File: src/rtl/jk_seq_pkg.sv
`default_nettype none
// ============================================================================
// Module   : jk_seq_pkg
// Brief    : Shared types, constants and sequence tables for the JK counter
//            sequence monitor.
// Revision : 1.0 - initial release
// ============================================================================
package jk_seq_pkg;

    // Monitor FSM states.
    typedef enum logic [1:0] {
        IDLE   = 2'd0,
        ACQ    = 2'd1,
        LOCKED = 2'd2
    } state_e;

    // Number of distinct states in one counter period.
    localparam int SEQ_LEN = 8;

    // Successor of a counter state, {a,b,c}, in the fixed JK sequence.
    function automatic logic [2:0] NEXT(input logic [2:0] s);
        logic [2:0] n;
        case (s)
            3'b000:  n = 3'b101;
            3'b101:  n = 3'b010;
            3'b010:  n = 3'b001;
            3'b001:  n = 3'b111;
            3'b111:  n = 3'b110;
            3'b110:  n = 3'b011;
            3'b011:  n = 3'b100;
            default: n = 3'b000;  // 3'b100 wraps to the start
        endcase
        return n;
    endfunction

    // Position of a counter state within the sequence, 000 being position 0.
    function automatic logic [2:0] IDX(input logic [2:0] s);
        logic [2:0] i;
        case (s)
            3'b000:  i = 3'd0;
            3'b101:  i = 3'd1;
            3'b010:  i = 3'd2;
            3'b001:  i = 3'd3;
            3'b111:  i = 3'd4;
            3'b110:  i = 3'd5;
            3'b011:  i = 3'd6;
            default: i = 3'd7;    // 3'b100
        endcase
        return i;
    endfunction

endpackage
`default_nettype wire

File: src/rtl/jk_seq_monitor_if.sv
`default_nettype none
// ============================================================================
// Module   : jk_seq_monitor_if
// Brief    : Counter-side inputs and status outputs of the sequence monitor.
//            master = counter/consumer side, slave = monitor.
// Revision : 1.0 - initial release
// ============================================================================
interface jk_seq_monitor_if #(
    parameter int ERR_W  = 8,
    parameter int WRAP_W = 16
);
    logic              en;
    logic              a;
    logic              b;
    logic              c;
    logic              clr_err;
    logic              locked;
    logic [2:0]        idx;
    logic              wrap;
    logic [WRAP_W-1:0] wrap_cnt;
    logic              err_pulse;
    logic              err;
    logic [ERR_W-1:0]  err_cnt;

    modport master (
        output en, a, b, c, clr_err,
        input  locked, idx, wrap, wrap_cnt, err_pulse, err, err_cnt
    );

    modport slave (
        input  en, a, b, c, clr_err,
        output locked, idx, wrap, wrap_cnt, err_pulse, err, err_cnt
    );
endinterface
`default_nettype wire

File: src/rtl/jk_seq_decode.sv
`default_nettype none
// ============================================================================
// Module   : jk_seq_decode
// Brief    : Combinational transition check. Compares the newer sample s1
//            against the successor of the older sample s2 and decodes the
//            sequence position of s1.
// Revision : 1.0 - initial release
// ============================================================================
module jk_seq_decode
    import jk_seq_pkg::*;
(
    input  logic [2:0] s2,
    input  logic [2:0] s1,
    output logic       legal,
    output logic [2:0] idx,
    output logic       is_wrap
);

    // Table lookups; a stall (s1 == s2) is never legal since NEXT has no fixed point.
    always_comb begin
        legal   = (s1 == NEXT(s2));
        idx     = IDX(s1);
        is_wrap = (s2 == 3'b100) && (s1 == 3'b000);
    end

endmodule
`default_nettype wire

File: src/rtl/jk_seq_monitor.sv
`default_nettype none
// ============================================================================
// Module   : jk_seq_monitor
// Brief    : Lock-acquiring checker for the free-running 3-bit JK counter.
//            Two-stage sample pipeline feeds a transition checker; an
//            IDLE/ACQ/LOCKED FSM tracks lock, sequence position, completed
//            periods and illegal transitions.
// Revision : 1.0 - initial release
// ============================================================================
module jk_seq_monitor
    import jk_seq_pkg::*;
#(
    parameter int LOCK_N = 3,
    parameter int ERR_W  = 8,
    parameter int WRAP_W = 16
) (
    input  logic            clk,
    input  logic            rst_n,
    jk_seq_monitor_if.slave bus
);

    localparam logic [1:0] ST_IDLE   = IDLE;
    localparam logic [1:0] ST_ACQ    = ACQ;
    localparam logic [1:0] ST_LOCKED = LOCKED;
    localparam logic [3:0] C_LOCK_N  = 4'(LOCK_N);

    // Sample pipeline
    logic [2:0]        r_s1;
    logic [2:0]        r_s2;
    logic              r_v1;
    logic              r_v2;

    // FSM and status registers
    logic [1:0]        r_state;
    logic [3:0]        r_cnt;
    logic              r_locked;
    logic [2:0]        r_idx;
    logic              r_wrap;
    logic [WRAP_W-1:0] r_wrap_cnt;
    logic              r_err_pulse;
    logic              r_err;
    logic [ERR_W-1:0]  r_err_cnt;

    // Decode results and next-state values
    logic              w_legal;
    logic [2:0]        w_idx;
    logic              w_is_wrap;
    logic              w_check;
    logic [3:0]        w_cnt_inc;
    logic [1:0]        w_state_nxt;
    logic [3:0]        w_cnt_nxt;
    logic              w_locked_nxt;
    logic [2:0]        w_idx_nxt;
    logic              w_wrap_nxt;
    logic [WRAP_W-1:0] w_wrap_cnt_nxt;
    logic              w_err_ev;
    logic [ERR_W-1:0]  w_err_base;
    logic [ERR_W-1:0]  w_err_cnt_nxt;
    logic              w_err_nxt;

    jk_seq_decode u_decode (
        .s2      (r_s2),
        .s1      (r_s1),
        .legal   (w_legal),
        .idx     (w_idx),
        .is_wrap (w_is_wrap)
    );

    assign w_check   = r_v1 & r_v2;
    assign w_cnt_inc = r_cnt + 4'd1;

    // Capture the counter state every edge; valid flags restart after enable drops.
    always_ff @(posedge clk or negedge rst_n) begin
        if (!rst_n) begin
            r_s1 <= 3'b000;
            r_s2 <= 3'b000;
            r_v1 <= 1'b0;
            r_v2 <= 1'b0;
        end else begin
            r_s1 <= {bus.a, bus.b, bus.c};
            r_s2 <= r_s1;
            r_v1 <= bus.en;
            r_v2 <= bus.en & r_v1;
        end
    end

    // Lock FSM: the first checked transition already counts towards lock,
    // so lock is reached 2+LOCK_N edges after samples start flowing.
    always_comb begin
        w_state_nxt    = r_state;
        w_cnt_nxt      = r_cnt;
        w_locked_nxt   = r_locked;
        w_idx_nxt      = r_idx;
        w_wrap_nxt     = 1'b0;
        w_wrap_cnt_nxt = r_wrap_cnt;
        w_err_ev       = 1'b0;
        if (!bus.en) begin
            w_state_nxt  = ST_IDLE;
            w_cnt_nxt    = 4'd0;
            w_locked_nxt = 1'b0;
        end else begin
            case (r_state)
                ST_IDLE, ST_ACQ: begin
                    if (w_check) begin
                        if (!w_legal) begin
                            w_state_nxt = ST_ACQ;
                            w_cnt_nxt   = 4'd0;
                        end else if (w_cnt_inc == C_LOCK_N) begin
                            w_state_nxt  = ST_LOCKED;
                            w_cnt_nxt    = 4'd0;
                            w_locked_nxt = 1'b1;
                            w_idx_nxt    = w_idx;
                        end else begin
                            w_state_nxt = ST_ACQ;
                            w_cnt_nxt   = w_cnt_inc;
                        end
                    end
                end
                ST_LOCKED: begin
                    if (w_check) begin
                        if (w_legal) begin
                            w_idx_nxt = w_idx;
                            if (w_is_wrap) begin
                                w_wrap_nxt     = 1'b1;
                                w_wrap_cnt_nxt = r_wrap_cnt + WRAP_W'(1);
                            end
                        end else begin
                            w_err_ev     = 1'b1;
                            w_state_nxt  = ST_ACQ;
                            w_cnt_nxt    = 4'd0;
                            w_locked_nxt = 1'b0;
                        end
                    end
                end
                default: begin
                    w_state_nxt  = ST_IDLE;
                    w_cnt_nxt    = 4'd0;
                    w_locked_nxt = 1'b0;
                end
            endcase
        end
    end

    // Error bookkeeping: a clear is applied first, then a same-edge error counts on top.
    always_comb begin
        w_err_base    = bus.clr_err ? '0 : r_err_cnt;
        w_err_cnt_nxt = w_err_base;
        if (w_err_ev && !(&w_err_base)) begin
            w_err_cnt_nxt = w_err_base + ERR_W'(1);
        end
        w_err_nxt = w_err_ev | (r_err & ~bus.clr_err);
    end

    // Register FSM state and all outputs.
    always_ff @(posedge clk or negedge rst_n) begin
        if (!rst_n) begin
            r_state     <= ST_IDLE;
            r_cnt       <= 4'd0;
            r_locked    <= 1'b0;
            r_idx       <= 3'd0;
            r_wrap      <= 1'b0;
            r_wrap_cnt  <= '0;
            r_err_pulse <= 1'b0;
            r_err       <= 1'b0;
            r_err_cnt   <= '0;
        end else begin
            r_state     <= w_state_nxt;
            r_cnt       <= w_cnt_nxt;
            r_locked    <= w_locked_nxt;
            r_idx       <= w_idx_nxt;
            r_wrap      <= w_wrap_nxt;
            r_wrap_cnt  <= w_wrap_cnt_nxt;
            r_err_pulse <= w_err_ev;
            r_err       <= w_err_nxt;
            r_err_cnt   <= w_err_cnt_nxt;
        end
    end

    assign bus.locked    = r_locked;
    assign bus.idx       = r_idx;
    assign bus.wrap      = r_wrap;
    assign bus.wrap_cnt  = r_wrap_cnt;
    assign bus.err_pulse = r_err_pulse;
    assign bus.err       = r_err;
    assign bus.err_cnt   = r_err_cnt;

endmodule
`default_nettype wire
File: src/flat_wrapper.sv
// flat-port wrapper written by rule: the top's interface ports become plain ports
module jk_seq_monitor_flat import jk_seq_pkg::*;
#(
    parameter int LOCK_N = 3,
    parameter int ERR_W  = 8,
    parameter int WRAP_W = 16
)
  (clk, rst_n, bus_en, bus_a, bus_b, bus_c, bus_clr_err, bus_locked, bus_idx, bus_wrap, bus_wrap_cnt, bus_err_pulse, bus_err, bus_err_cnt);
  jk_seq_monitor_if #(.ERR_W(ERR_W), .WRAP_W(WRAP_W)) bus_i ();
  input  logic clk;
  input  logic rst_n;
  input wire logic [$bits(bus_i.en)-1:0] bus_en;
  input wire logic [$bits(bus_i.a)-1:0] bus_a;
  input wire logic [$bits(bus_i.b)-1:0] bus_b;
  input wire logic [$bits(bus_i.c)-1:0] bus_c;
  input wire logic [$bits(bus_i.clr_err)-1:0] bus_clr_err;
  output wire logic [$bits(bus_i.locked)-1:0] bus_locked;
  output wire logic [$bits(bus_i.idx)-1:0] bus_idx;
  output wire logic [$bits(bus_i.wrap)-1:0] bus_wrap;
  output wire logic [$bits(bus_i.wrap_cnt)-1:0] bus_wrap_cnt;
  output wire logic [$bits(bus_i.err_pulse)-1:0] bus_err_pulse;
  output wire logic [$bits(bus_i.err)-1:0] bus_err;
  output wire logic [$bits(bus_i.err_cnt)-1:0] bus_err_cnt;
  assign bus_i.en = bus_en;
  assign bus_i.a = bus_a;
  assign bus_i.b = bus_b;
  assign bus_i.c = bus_c;
  assign bus_i.clr_err = bus_clr_err;
  assign bus_locked = bus_i.locked;
  assign bus_idx = bus_i.idx;
  assign bus_wrap = bus_i.wrap;
  assign bus_wrap_cnt = bus_i.wrap_cnt;
  assign bus_err_pulse = bus_i.err_pulse;
  assign bus_err = bus_i.err;
  assign bus_err_cnt = bus_i.err_cnt;
  jk_seq_monitor #(.LOCK_N(LOCK_N), .ERR_W(ERR_W), .WRAP_W(WRAP_W)) u_core (.clk(clk), .rst_n(rst_n), .bus(bus_i));
endmodule
File: config.mk
export PLATFORM = sky130hd
export DESIGN_NAME = jk_seq_monitor_flat
export DESIGN_NICKNAME = d
export VERILOG_FILES = /design/src/rtl/jk_seq_pkg.sv /design/src/rtl/jk_seq_monitor_if.sv /design/src/rtl/jk_seq_decode.sv /design/src/rtl/jk_seq_monitor.sv /design/src/flat_wrapper.sv
export SDC_FILE = /design/constraint.sdc
export NUM_CORES = 1
export LEC_CHECK = 0
export CAP_MARGIN = 20
export CORE_ASPECT_RATIO = 1.25
export CORE_MARGIN = 8
export CORE_UTILIZATION = 55
export CTS_CLUSTER_SIZE = 14
export DETAILED_ROUTE_END_ITERATION = 16
export HOLD_SLACK_MARGIN = 0.02
export PLACE_DENSITY = 0.86
export SLEW_MARGIN = 20
export SYNTH_ARGS = -nofsm -noshare
export SYNTH_HDL_FRONTEND = slang
export SYNTH_SLANG_ARGS = --single-unit
File: constraint.sdc
create_clock -name clk -period 3.9 [get_ports clk]
set_input_delay 0.78 -clock clk [delete_from_list [all_inputs] [get_ports clk]]
set_output_delay 0.78 -clock clk [all_outputs]
set_load 0.05 [all_outputs]
After elaboration in Yosys (flattened, before gate mapping)
Cells that the tools add are included.
W data, S select, Z words.
{"block": "totals", "wordCells": 101, "output_inout_bits": 31, "regBits": 45, "input_bits": 7}
{"block": "op_classes", "n_mux": 40, "add_sub_neg": 3, "bitwise_logic": 5, "n_reduce_logical": 13, "eq_ne": 27}
{"operator": "$pmux W3 S7", "count": 2}
{"operator": "$mux W4", "count": 6}
{"operator": "$eq A3 B3 Y1 const B", "count": 7}
{"operator": "$add A16 B1 Y16 const B", "count": 1}
{"operator": "$mux W8", "count": 2}
{"operator": "$mux W1", "count": 15}
{"operator": "$mux W3", "count": 5}
{"operator": "$eq A3 B2 Y1 const B", "count": 4}
{"operator": "$mux W2", "count": 6}
{"operator": "$ne A3 B2 Y1 const B", "count": 4}
{"operator": "$ne A2 B1 Y1 const B", "count": 5}
{"operator": "$reduce_and A5 Y1", "count": 2}
{"operator": "$add A8 B1 Y8 const B", "count": 1}
{"operator": "$pmux W4 S2", "count": 1}
{"operator": "$reduce_and A8 Y1", "count": 1}
{"operator": "$reduce_and A7 Y1", "count": 1}
{"operator": "$eq A3 B1 Y1 const B", "count": 2}
{"operator": "$logic_not A3 Y1", "count": 2}
{"operator": "$pmux W3 S2", "count": 1}
{"operator": "$add A4 B1 Y4 const B", "count": 1}
{"operator": "$eq A4 B2 Y1 const B", "count": 1}
{"operator": "$pmux W2 S2", "count": 1}
{"operator": "$and A1 B1 Y1", "count": 3}
{"operator": "$eq A3 B3 Y1", "count": 1}
{"operator": "other kinds (12)", "count": 13}

Logic depth before layout (Yosys ltp)
{"block": "depth", "word_depth": 9, "ltp_mapped": 8, "depth_no_buf": 7}

By module
From an unflattened synthesis, not the netlist that was laid out.
{"block": "unflattened", "cells_unflattened": 210, "area_unflattened_um2": 2247.2}
{"module": "jk_seq_monitor", "cells_per_inst": 182, "seq_area_each_um2": 1126.1, "instances": 1, "area_each_um2": 2055.7}
{"module": "jk_seq_decode", "cells_per_inst": 28, "seq_area_each_um2": 0.0, "instances": 1, "area_each_um2": 191.4}

Worst setup path after synthesis
OpenSTA, ideal clock, no wires.
{"block": "synth_path", "kind": "in2reg", "start": "input bus_clr_err", "end": "register u_core.r_err_cnt[1] (netlist: u_core.bus.err_cnt[1])", "arrival_time_ns": 2.368, "path_stages": 7, "setup_ns": 0.125, "required_ns": 3.775, "setup_slack_ns": 1.407, "path_buffers": 1, "path_cell_list": "clkbuf_1 -> nor2b_1 -> ha_1 -> nand2_1 -> or4_1 -> nor3b_1 -> mux2_2"}
{"block": "synth_via", "elab_chain_len": 5, "word_cells_on_any_way": 6, "classes_between": "add/sub (1); mux (2); reduce/logical (3)"}
{"element": "start: declaration", "line": "flat_wrapper.sv:16", "text": "input wire logic [$bits(bus_i.clr_err)-1:0] bus_clr_err;"}
{"element": "$mux W8 *", "line": "jk_seq_monitor.sv:146", "text": "w_err_base = bus.clr_err ? '0 : r_err_cnt;"}
{"element": "parallel branches: the longest is 3 deep, another holds $add A8 B1 Y8"}
{"element": "$mux W8 *", "line": "jk_seq_monitor.sv:148", "text": "if (w_err_ev && !(&w_err_base)) begin"}
{"element": "named net u_core.w_err_cnt_nxt[1]", "line": "jk_seq_monitor.sv:58", "text": "logic [ERR_W-1:0] w_err_cnt_nxt;"}
{"element": "end signal: assignment", "line": "jk_seq_monitor.sv:175", "text": "r_err_cnt <= w_err_cnt_nxt;"}
{"element": "end: declaration", "line": "jk_seq_monitor.sv:42", "text": "logic [ERR_W-1:0] r_err_cnt;"}
Mark *: on every way through the listed nets, which the timed path passes.
A chain may end at the register's enable or synchronous reset.

Worst setup path after layout
Same ends and word-level chain as after synthesis.

==> flow_summary_export.csv <==
group,metric,value,unit
pwr,ir_drop,0.000245,V
global_route,overflow,0,
yosys,ys_types,44,
global_route,grt_max_degree,46,
routing,firstDrtPassIters,4,
die,dieArea,6310,µm²
yosys,yosys-top-cells-area,"dfrtp_1 (51%), xnor2_1 (5.9%), mux2_2 (3.6%)",
timing,hold_viol_final,0,
finish,final_common_cell,"dfrtp_1",
setup_path,worst_setup_path_start_kind,"primary input",
setup_path,slowest_delay,0.60,ns
pwr,power.total,803,µW
timing,fin_tns_setup,0,ns
finish,mostFrequentLayoutCells,"dfrtp_1 (45), clkdlybuf4s50_1 (36), nand2_1 (16), xnor2_1 (15), nand3_1 (8)",
timing,period_needed,2.80,ns
finish,fin_cells,293,
finish,drive_above_1_share,7.95,%
clock_tree,cts_root_buf,"clkbuf_8",
yosys,synth_top_flop_cell,"dfrtp_1",
die,die_w,72.7,µm
setup_path,arrival,2.98,ns
setup_path,crit_path_max_fanout,13,
yosys,synth_area,2210,µm²
timing,rsz0062_at_grt,"no",
clock_tree,cts.repair.resized,0,
clock_tree,postCtsSetupRepairBufs,0,
global_route,grt_pass1_wl,7240,µm
placed_design,dp_slack,0.814,ns
pwr,p_leak,1.14,nW
timing,finalCritPeriodShare,71.9,%
status,status,"completed",
die,placementRows,25,
pwr,power.density,299,nW/µm²
die,fp.dieH,86.9,µm
timing,tightest_slew,0.945,ns
clock_tree,ctsHoldBuffers,0,
clock_tree,clk-insertion-delay-late,0.29,ns
finish,area_growth,21.4,%
timing,setup_viol,0,
yosys,synth_edf_count,0,
placed_design,dp_hpwl,3200,µm
timing,hold_ws,0.490,ns
routing,route.vias.total,1649,
finish,fin_nets,250,
finish,nFillCells,297,
placed_design,place.gp.congestion,0.781,
yosys,netlist_instances,204,
setup_path,endpoint_kind,"flip-flop",
routing,wl_per_cell,14.9,µm
yosys,synth_top_area_cell,"dfrtp_1",
yosys,async_flop_share,100,%
finish,diodes,0,
yosys,syn_area_per_cell,10.8,µm²
global_route,antenna_found_initial,0,
min_path,hold_depth,1,
global_route,first_global_vias,1607,
yosys,synth.top_cell.area_share,51.0,%
timing,slew_viol_final,0,
die,io-pin-count,38,
global_route,track_usage,14.6,%
timing,fin_skew,0.00296,ns
yosys,ys_ff_latch,45,
clock_tree,htree_levels,2,
routing,drtIter0Drc,70,
clock_tree,clockBufferDepth,2,
placed_design,place_inst,286,
routing,routed_wl,4360,µm
routing,vias_per_cell,5.63,
placed_design,port_buffers,37,
min_path,min_path_type,"reg -> reg",
setup_path,worstPathCellList,"clkdlybuf4s50_1 > nor2b_1 > ha_1 > nand2_1 > or4_1 > nor3b_1 > mux2_2",
setup_path,critPathKind,"in -> reg",
clock_tree,cts_buffers,5,
run,cap_violations,0,
setup_path,required,4.08,ns
yosys,syn_nets,215,
timing,setup_ws,1.10,ns
yosys,ys_seq_area_share,51.0,%
timing,fmax,357,MHz
setup_path,reg2regPathDepth,5,
clock_tree,clock-sinks,45,
clock_tree,cts_tree,"yes",
timing,slew_headroom,37.0,%
routing,drc_errors,0,
clock_tree,path_clk_slew,0.08,ns
yosys,ys_warn_count,0,
die,core,3820,µm²
routing,ant_nets,0,
setup_path,slowest_stage,"clkdlybuf4s50_1",
die,start_util,57.9,%
==> Yosys cell counts, types with 6 or more instances <==
master    n
a21oi_1   7
dfrtp_1  45
inv_1     7
mux2_2    7
nand2_1  16
nand3_1   8
nand4_1   7
nor2_1    7
o21ai_0   6
xnor2_1  15
==> critical path: cells and delay by family <==
kind	cells	cell delay [ns]
buffers and inverters	1	0.60
AND/OR/NAND/NOR	4	1.08
multiplexers	1	0.31
adder cells (fa/ha/maj)	1	0.20
==> cell families after synthesis <==
group	Yosys count	synth area share, %
buf+inv	16	3.28
mux	10	4.93
fa+ha+maj	4	2.27
simple gates	82	23.0
compound gates	28	7.98
flops	45	51.0
xor+xnor	19	7.53
==> sequential cells by signal, indices dropped and copies added, names as in the netlist <==
register              flops
u_core.r_cnt              4
u_core.r_s2               3
u_core.r_v1               1
u_core.r_s1               3
u_core.r_v2               1
u_core.bus.wrap_cnt      16
u_core.bus.err_pulse      1
u_core.bus.wrap           1
u_core.r_state            2
u_core.bus.err_cnt        8
u_core.bus.err            1
u_core.bus.idx            3
u_core.bus.locked         1
==> metal layers <==
metal	up-vias	wire length, µm	track usage (%)
li1	809	-	-
met1	799	1800	15.6
met2	35	2200	24.6
met3	6	285	5.53
met4	0	73	6.93
met5	-	0	0
==> layout make-up <==
type / count / area (µm²) / area share (%)
Sequential cell: 45 / 1130 / 42.0
Multi-Input combinational cell: 143 / 1010 / 37.7
Inverter: 7 / 26.3 / 0.979
Timing Repair Buffer: 37 / 365 / 13.6
Tap cell: 54 / 67.6 / 2.52
Clock buffer: 7 / 86.3 / 3.22
==> path summary, 6_finish.rpt <==
path,end,from,slack [ns]
max in group asynchronous,u_core.bus.idx[0],rst_n,2.68
worst max register to register,u_core.bus.idx[1],u_core.r_s1[1],1.21
worst min register to register,u_core.bus.wrap_cnt[15],u_core.bus.wrap_cnt[15],0.49
worst min-delay path,u_core.bus.wrap_cnt[15],u_core.bus.wrap_cnt[15],0.49
min in group asynchronous,u_core.r_s2[1],rst_n,0.63
worst max-delay path,u_core.bus.err_cnt[1],bus_clr_err,1.10
==> stage by stage <==
step | utilization, % | cell area [µm²]
finish | 70.3 | 2680
global route | 70.3 | 2680
CTS | 70.3 | 2680
detailed placement | 68.0 | 2600
global placement | 68.0 | 2600
floorplan | - | 2210
==> where the power goes <==
| group | leakage [nW] | switching (mW) | total, mW | internal [mW] |
|---|---|---|---|---|
| sequential | 0.611 | 0.00834 | 0.480 | 0.472 |
| clock | 0.0443 | 0.142 | 0.283 | 0.141 |
| combinational | 0.481 | 0.0251 | 0.0407 | 0.0156 |
Note: power is estimated with default switching activity, not from simulation.
